`src/rtl/duft_ap_master.sv`:
```
// duft_ap_master
// Bridges a valid/ready request/response host port onto an ap_ctrl_hs style
// slave. Only one transaction is in flight at a time. The block waits for the
// slave to report idle, pulses ap_start until ap_done, captures read data and
// then presents a response until the host takes it.
//
// Optional feature: define DUFT_MASTER_TIMEOUT_EN to enable a watchdog that
// aborts a transaction after TIMEOUT_CYCLES cycles in either wait state. An
// aborted transaction returns rsp_err=1 and rsp_rdata=0. When the macro is not
// defined, the waits are unbounded and rsp_err is tied low.
//
// Ports
//   clk, ap_rst_n                   clock, asynchronous active-low reset
//   req_valid/req_ready             host request handshake
//   req_addr/req_wdata/req_rd_wr    request address, write data, 1=read 0=write
//   rsp_valid/rsp_ready             host response handshake
//   rsp_rdata/rsp_err               read data (0 for writes/aborts), abort flag
//   addr/wr_data/rd_wr              request presented to the slave
//   ap_start                        slave start
//   ap_idle/ap_ready/ap_done        slave status (ap_ready is not used)
//   ap_return                       slave read data
module duft_ap_master #(
   parameter int TIMEOUT_CYCLES = 200
) (
   input  logic        clk,
   input  logic        ap_rst_n,
   input  logic        req_valid,
   output logic        req_ready,
   input  logic [31:0] req_addr,
   input  logic [31:0] req_wdata,
   input  logic        req_rd_wr,
   output logic        rsp_valid,
   input  logic        rsp_ready,
   output logic [31:0] rsp_rdata,
   output logic        rsp_err,
   output logic [31:0] addr,
   output logic [31:0] wr_data,
   output logic        rd_wr,
   output logic        ap_start,
   input  logic        ap_idle,
   input  logic        ap_ready,
   input  logic        ap_done,
   input  logic [31:0] ap_return
);

   typedef enum logic [1:0] {
      IDLE,
      WAIT_IDLE,
      START,
      RESP
   } state_t;

   state_t state;
   logic   wait_expired;

   // The handshake outputs are pure state decodes, so they never depend
   // combinationally on any input.
   assign req_ready = (state == IDLE);
   assign rsp_valid = (state == RESP);

`ifdef DUFT_MASTER_TIMEOUT_EN
   localparam int CNT_W = $clog2(TIMEOUT_CYCLES + 1);

   logic [CNT_W-1:0] wait_cnt;
   logic             rsp_err_q;
   logic             unused_inputs;

   assign wait_expired  = (wait_cnt == CNT_W'(TIMEOUT_CYCLES - 1));
   assign rsp_err       = rsp_err_q;
   assign unused_inputs = ap_ready;

   // Watchdog: the counter restarts whenever a wait state is entered and
   // counts every cycle spent waiting. The count reaching its limit in the
   // same cycle the slave makes progress is not an abort; progress wins.
   // The error flag is cleared when the next request is accepted.
   always_ff @(posedge clk or negedge ap_rst_n) begin
      if (!ap_rst_n) begin
         wait_cnt  <= '0;
         rsp_err_q <= 1'b0;
      end else begin
         if (((state == WAIT_IDLE) && !ap_idle && !wait_expired) ||
             ((state == START) && !ap_done && !wait_expired)) begin
            wait_cnt <= wait_cnt + CNT_W'(1);
         end else begin
            wait_cnt <= '0;
         end
         if (((state == WAIT_IDLE) && !ap_idle && wait_expired) ||
             ((state == START) && !ap_done && wait_expired)) begin
            rsp_err_q <= 1'b1;
         end else if ((state == IDLE) && req_valid) begin
            rsp_err_q <= 1'b0;
         end
      end
   end
`else
   logic unused_inputs;

   assign wait_expired  = 1'b0;
   assign rsp_err       = 1'b0;
   assign unused_inputs = ap_ready ^ (TIMEOUT_CYCLES > 0);
`endif

   // Main transaction FSM. All slave-facing outputs and the response data are
   // registered here. Outside WAIT_IDLE/START the address is parked at all
   // ones and the direction at read; the write data register keeps its last
   // value. A stale ap_done while waiting for idle is deliberately ignored.
   always_ff @(posedge clk or negedge ap_rst_n) begin
      if (!ap_rst_n) begin
         state     <= IDLE;
         ap_start  <= 1'b0;
         addr      <= 32'hFFFF_FFFF;
         wr_data   <= 32'h0;
         rd_wr     <= 1'b1;
         rsp_rdata <= 32'h0;
      end else begin
         case (state)
            IDLE: begin
               if (req_valid) begin
                  addr    <= req_addr;
                  wr_data <= req_wdata;
                  rd_wr   <= req_rd_wr;
                  state   <= WAIT_IDLE;
               end
            end
            WAIT_IDLE: begin
               if (ap_idle) begin
                  ap_start <= 1'b1;
                  state    <= START;
               end else if (wait_expired) begin
                  addr      <= 32'hFFFF_FFFF;
                  rd_wr     <= 1'b1;
                  rsp_rdata <= 32'h0;
                  state     <= RESP;
               end
            end
            START: begin
               if (ap_done) begin
                  ap_start  <= 1'b0;
                  rsp_rdata <= rd_wr ? ap_return : 32'h0;
                  addr      <= 32'hFFFF_FFFF;
                  rd_wr     <= 1'b1;
                  state     <= RESP;
               end else if (wait_expired) begin
                  ap_start  <= 1'b0;
                  rsp_rdata <= 32'h0;
                  addr      <= 32'hFFFF_FFFF;
                  rd_wr     <= 1'b1;
                  state     <= RESP;
               end
            end
            RESP: begin
               if (rsp_ready) begin
                  state <= IDLE;
               end
            end
            default: begin
               state <= IDLE;
            end
         endcase
      end
   end

endmodule
```
`config.mk`:
```
export PLATFORM = sky130hd
export DESIGN_NAME = duft_ap_master
export DESIGN_NICKNAME = d
export VERILOG_FILES = /design/src/rtl/duft_ap_master.sv
export SDC_FILE = /design/constraint.sdc
export NUM_CORES = 1
export LEC_CHECK = 0
export ABC_AREA = 1
export ABC_CLOCK_PERIOD_IN_PS = 1670
export BUFFER_PORTS_ARGS = -buffer_cell sky130_fd_sc_hd__buf_4
export CAP_MARGIN = 10
export CORE_UTILIZATION = 38
export CTS_CLUSTER_DIAMETER = 80
export DETAILED_ROUTE_END_ITERATION = 10
export PLACE_DENSITY = 0.68
export SLEW_MARGIN = 20
export SYNTH_ARGS = -nofsm -noshare
export SYNTH_HDL_FRONTEND = slang
export SYNTH_SLANG_ARGS = --single-unit
```
`constraint.sdc`:
```
create_clock -name clk -period 1.67 [get_ports clk]
set_input_delay 0.2505 -clock clk [delete_from_list [all_inputs] [get_ports clk]]
set_output_delay 0.2505 -clock clk [all_outputs]
set_load 0.01 [all_outputs]
```
# Word level (Yosys, flattened, before mapping)
# Cells that the tools add are included.
dict set report totals {
  rom_bits 0
  latch_bits 0
  in_bits 104
  out_inout_bits 101
  ramBits 0
  memories 0
  reg_bits 100
  word_cells 36
}
dict set report op_classes {
  addsub 0
  reduce_logical 8
  div 0
  n_eq_ne 7
  bitwise_logic 0
  n_lt_le_gt_ge 0
  n_mul 0
  n_shift 0
  muxes 15
}
# cell count
set ops {}
lappend ops {{$mux 32} 3}
lappend ops {{$pmux 32 s2} 1}
lappend ops {{$mux 2} 4}
lappend ops {{$pmux 2 s4} 1}
lappend ops {{$ne 2x2->1 const B} 3}
lappend ops {{$reduce_and 3->1} 2}
lappend ops {{$eq 2x2->1 const B} 2}
lappend ops {{$mux 1} 4}
lappend ops {{$pmux 1 s2} 2}
lappend ops {{$reduce_and 2->1} 2}
lappend ops {{$reduce_and 4->1} 1}
lappend ops {{$reduce_bool 2->1} 2}
lappend ops {{$eq 2x1->1 const B} 1}
lappend ops {{$logic_not 2->1} 1}
lappend ops {{$ne 2x1->1 const B} 1}

# Depth between registers and ports, before layout
dict set report depth {
  word_depth 3
  mapped_depth 10
  ltp_nobuf 7
}

# Least setup slack after synthesis
# Ideal clock, no wire load.
dict set report synth_path {
  path_type {reg-to-reg}
  startpoint {register state[0]}
  endpoint {register addr[23]}
  path_buffers 3
  setup_slack_ps 202
  t_required_ps 1601
  t_arrival_ps 1400
  period_less_slack_ps 1468
  setup_time_ps 69
  stages_incl_launch_ff 11
  cell_sequence {dfrtp_1 > inv_1 > ha_1 > buf_4 > nor2_1 > inv_1 > nand3_2 > buf_6 > buf_12 > nand2_2 > o21ai_2}
}
dict set report synth_between {
  elab_chain_cells 3
  elab_cells_between_ends 7
  classes_between {3 x eq/ne; 1 x mux; 3 x reduce/logical}
}
# item line_no
set synth_rtl {}
lappend synth_rtl {{start: declaration} 53} ;# state_t state;
lappend synth_rtl {{start signal: assignment} 109} ;# state <= IDLE;
lappend synth_rtl {{start signal: assignment} 122} ;# state <= WAIT_IDLE;
lappend synth_rtl {{start signal: assignment} 128} ;# state <= START;
lappend synth_rtl {{$logic_not 2->1 (*)} -}
lappend synth_rtl {{via req_ready} 28} ;# output logic req_ready,
lappend synth_rtl {{$ne 2x2->1 (no line) or $reduce_bool 2->1 (tied branches)} -}
lappend synth_rtl {{$reduce_and 3->1 (no line)} -}
lappend synth_rtl {{end signal: assignment} 119} ;# addr <= req_addr;
lappend synth_rtl {{end: declaration} 36} ;# output logic [31:0] addr,
# Mark *: on every way through the listed nets, which the timed path passes. The rest lies on a longest branch.
# A chain may end at the register's enable or synchronous reset.

# Final worst setup path
dict set report layout_path {
  startpoint {register state[0]}
  endpoint {output req_ready}
}
dict set report layout_between {
  elab_chain_cells 1
}
# item line_no
set layout_rtl {}
lappend layout_rtl {{$logic_not 2->1} 58} ;# assign req_ready = (state == IDLE);
lappend layout_rtl {{end: declaration} 28}
# Every way passes these cells.

==> run summary <==
Seq cells post-synth -> 100
Die Footprint -> 11800 µm²
final hold vios -> 0
TNS Setup -> 0 ns
area fraction in compound gates after synthesis -> 0.106
first-pass GRT wire length -> 17.7 mm
clk_lat worst skew -> 0.34 ns
Req. time, crit path -> 1.42 ns
Distinct cells, synth -> 20
Row Count -> 38
vias -> 3699
DR vias/cell -> 4.63
CP bufs+invs -> 3
Final Slew Violations -> 0
post-synth top area share -> 0.387
endpoints failing setup -> 0
worst hold start -> req_wdata[26]
CTS buffer count -> 9
ANT cells -> 0
crit path launch -> state[0]$_DFFE_PN0P_
clock-pin slew on the worst setup and hold paths -> 0.06 ns
critical path cell sequence -> inv_2 -> ha_4 -> buf_12 -> buf_4
Period Utilization, post-route -> 0.954
syn nets -> 566
Post-Syn Area -> 4330 µm²
Hold Path Class -> input port to register
Achievable Freq -> 0.628 GHz
Max clock buf depth -> 2
Lkg Pwr -> 3.27 nW
sequential share of the synthesized area -> 0.587
final core utilization -> 0.581
mux cell area share after synthesis -> 0
kind of critical path -> register to primary output
core region area -> 11000 µm²
CP arrival -> 1.34 ns
max-cap violations -> 0
Syn-to-layout area delta -> 47.1%
layout cell share with drive strength beyond 1 -> 0.501
status -> finished, final reports clean
design area -> 6380 µm²
DR pass1 iterations -> 4
adder-cell share of the synthesized area -> 0.0115
Post-Syn Instances -> 458
Power per Cell Area -> 2030 nW/µm²
CTS Root Cell -> clkbuf_16
RSZ-0062 raised after global routing -> no
Worst setup EP type -> primary output
# DRC -> 0
H-tree levels -> 3
Total GRT Usage -> 0.193
simple-gate share of the synthesized area -> 0.236
main combinational cell family by area after synthesis -> simple AND/OR/NAND/NOR gates
skew final -> 0.00625 ns
Total Wirelength -> 11.2 mm
largest net degree at the start of global routing -> 46
CTS tree -> done
Worst path slowest cell -> dfrtp_2
mean area per synthesized cell -> 9.46 µm²
DR iter-0 viols -> 213
YS warnings -> 0
number of global-route vias before repair -> 3606
cell accounting for the most synthesized area -> dfrtp_1
startpoint types -> register
IO buf count -> 202
Power Total -> 13.0 mW
Die Ht -> 109 µm
post-CTS setup buffer count -> 0
Worst path max stage delay -> 0.44 ns
DR WL/cell -> 14.0 µm
initial core utilization -> 0.395
placed cell count -> 781
post-route antenna net violation count -> 0
# nets final -> 762
Die Wd -> 109 µm
XOR/XNOR Fraction of Synth Area -> 0
Final GP Congestion -> 0.748
I/O pin count -> 205
Top delay family on crit path -> flip-flops
CP max FO -> 17
fin crit period -> 1.59 ns
worst r2r src -> state[0]$_DFFE_PN0P_
initial antenna violation count -> 0
largest cells by area after synthesis -> dfrtp_1 39%, dfstp_2 20%, nand2_1 13%
CTS sink count -> 100
GRT overflow -> 0
Area after DPL -> 5990 µm²
detailed placer's ending HPWL -> 8.06 mm
Non-Filler Instances -> 799
peak supply drop -> 1.16 mV
-- power by group --
group | total [mW] | internal, mW | switching (mW)
Combinational | 6.18 | 2.92 | 3.26
Clock | 2.23 | 1.35 | 0.873
Sequential | 4.55 | 3.82 | 0.725
-- final cells by class --
type                    count  area (µm²)
clock buffers              12         246
clock inverters             4        72.6
fillers                   979        4610
inverters                   8        30.0
multi-input cells         316        1560
flip-flops and latches    100        2540
well taps                 140         175
repair buffers            219        1750
-- per-layer routing --
metal	up-vias	global-route usage	routed length [µm]
met5	-	0	0
met4	0	0.0569	89
met3	10	0.0622	1110
met2	150	0.327	5370
met1	1697	0.233	4610
li1	1842	-	-
-- registers in the layout, indices dropped and copies added, names as in the netlist --
register / count
wr_data: 32
ap_start: 1
addr: 32
state: 2
rd_wr: 1
rsp_rdata: 32
-- tightest hold or removal path: cells and delay by family --
family        cells  cell delay, ns
buf+inv           1            0.07
simple gates      2            0.12
-- through the flow --
stage / hold slack [ns] / worst slack, ns
floorplan: -0.0451 / 0.202
global placement: 0.141 / 0.122
detailed placement: 0.144 / 0.0347
CTS: 0.127 / 0.0156
global route: 0.141 / 0.0179
finish: 0.140 / 0.0776
-- repair_timing --
action	in CTS	in global routing
endpoints found under the hold margin	4	0
resized for setup	5	6
setup endpoints to repair	1	39
cloned	1	0
hold buffers	1	0
-- synth_stat cells --
master / instances
nand2_1: 146
dfrtp_1: 67
o21ai_0: 37
nor2_1: 35
dfstp_2: 33
nand3_1: 33
o21ai_2: 30
nand2_2: 27
clkbuf_1: 13
buf_2: 11
inv_1: 7
ha_1: 4
buf_12: 3
buf_4: 3
buf_6: 3
a21oi_1: 2
clkbuf_2: 1
conb_1: 1
inv_2: 1
nand3_2: 1
-- placed cells by master, fill, tap and decap left out --
cell type,n
clkbuf_8,1
bufinv_16,2
nand3_1,33
o21ai_0,35
o21ai_1,2
ha_2,1
o21ai_2,30
buf_12,6
nand3_4,1
nand2_1,145
clkinv_2,1
nand2_2,28
conb_1,1
dfrtp_1,66
a21oi_1,2
ha_1,2
clkinvlp_4,1
dfrtp_2,1
nor2_1,35
dfstp_2,33
inv_2,3
dlygate4sd3_1,1
buf_4,211
inv_1,5
ha_4,1
clkbuf_16,9
bufbuf_16,1
clkbuf_1,2
-- worst paths after layout --
kind	end	slack (ns)	cells after the start
worst max-delay path	req_ready	0.08	4
worst min-delay path	wr_data[26]$_DFFE_PN0P_	0.14	3
worst max register to register	addr[1]$_DFFE_PN1P_	0.16	7
worst min register to register	addr[9]$_DFFE_PN1P_	0.47	2
max in group asynchronous	addr[9]$_DFFE_PN1P_	0.73	3
min in group asynchronous	rsp_rdata[14]$_DFFE_PN0P_	0.33	2
-- kinds of logic after synthesis --
| family | Yosys count |
|---|---|
| compound gates | 69 |
| fa+ha+maj | 4 |
| buf+inv | 42 |
| flops | 100 |
| other cells | 1 |
| simple gates | 242 |
No activity file was read; power rests on OpenSTA's default activity.
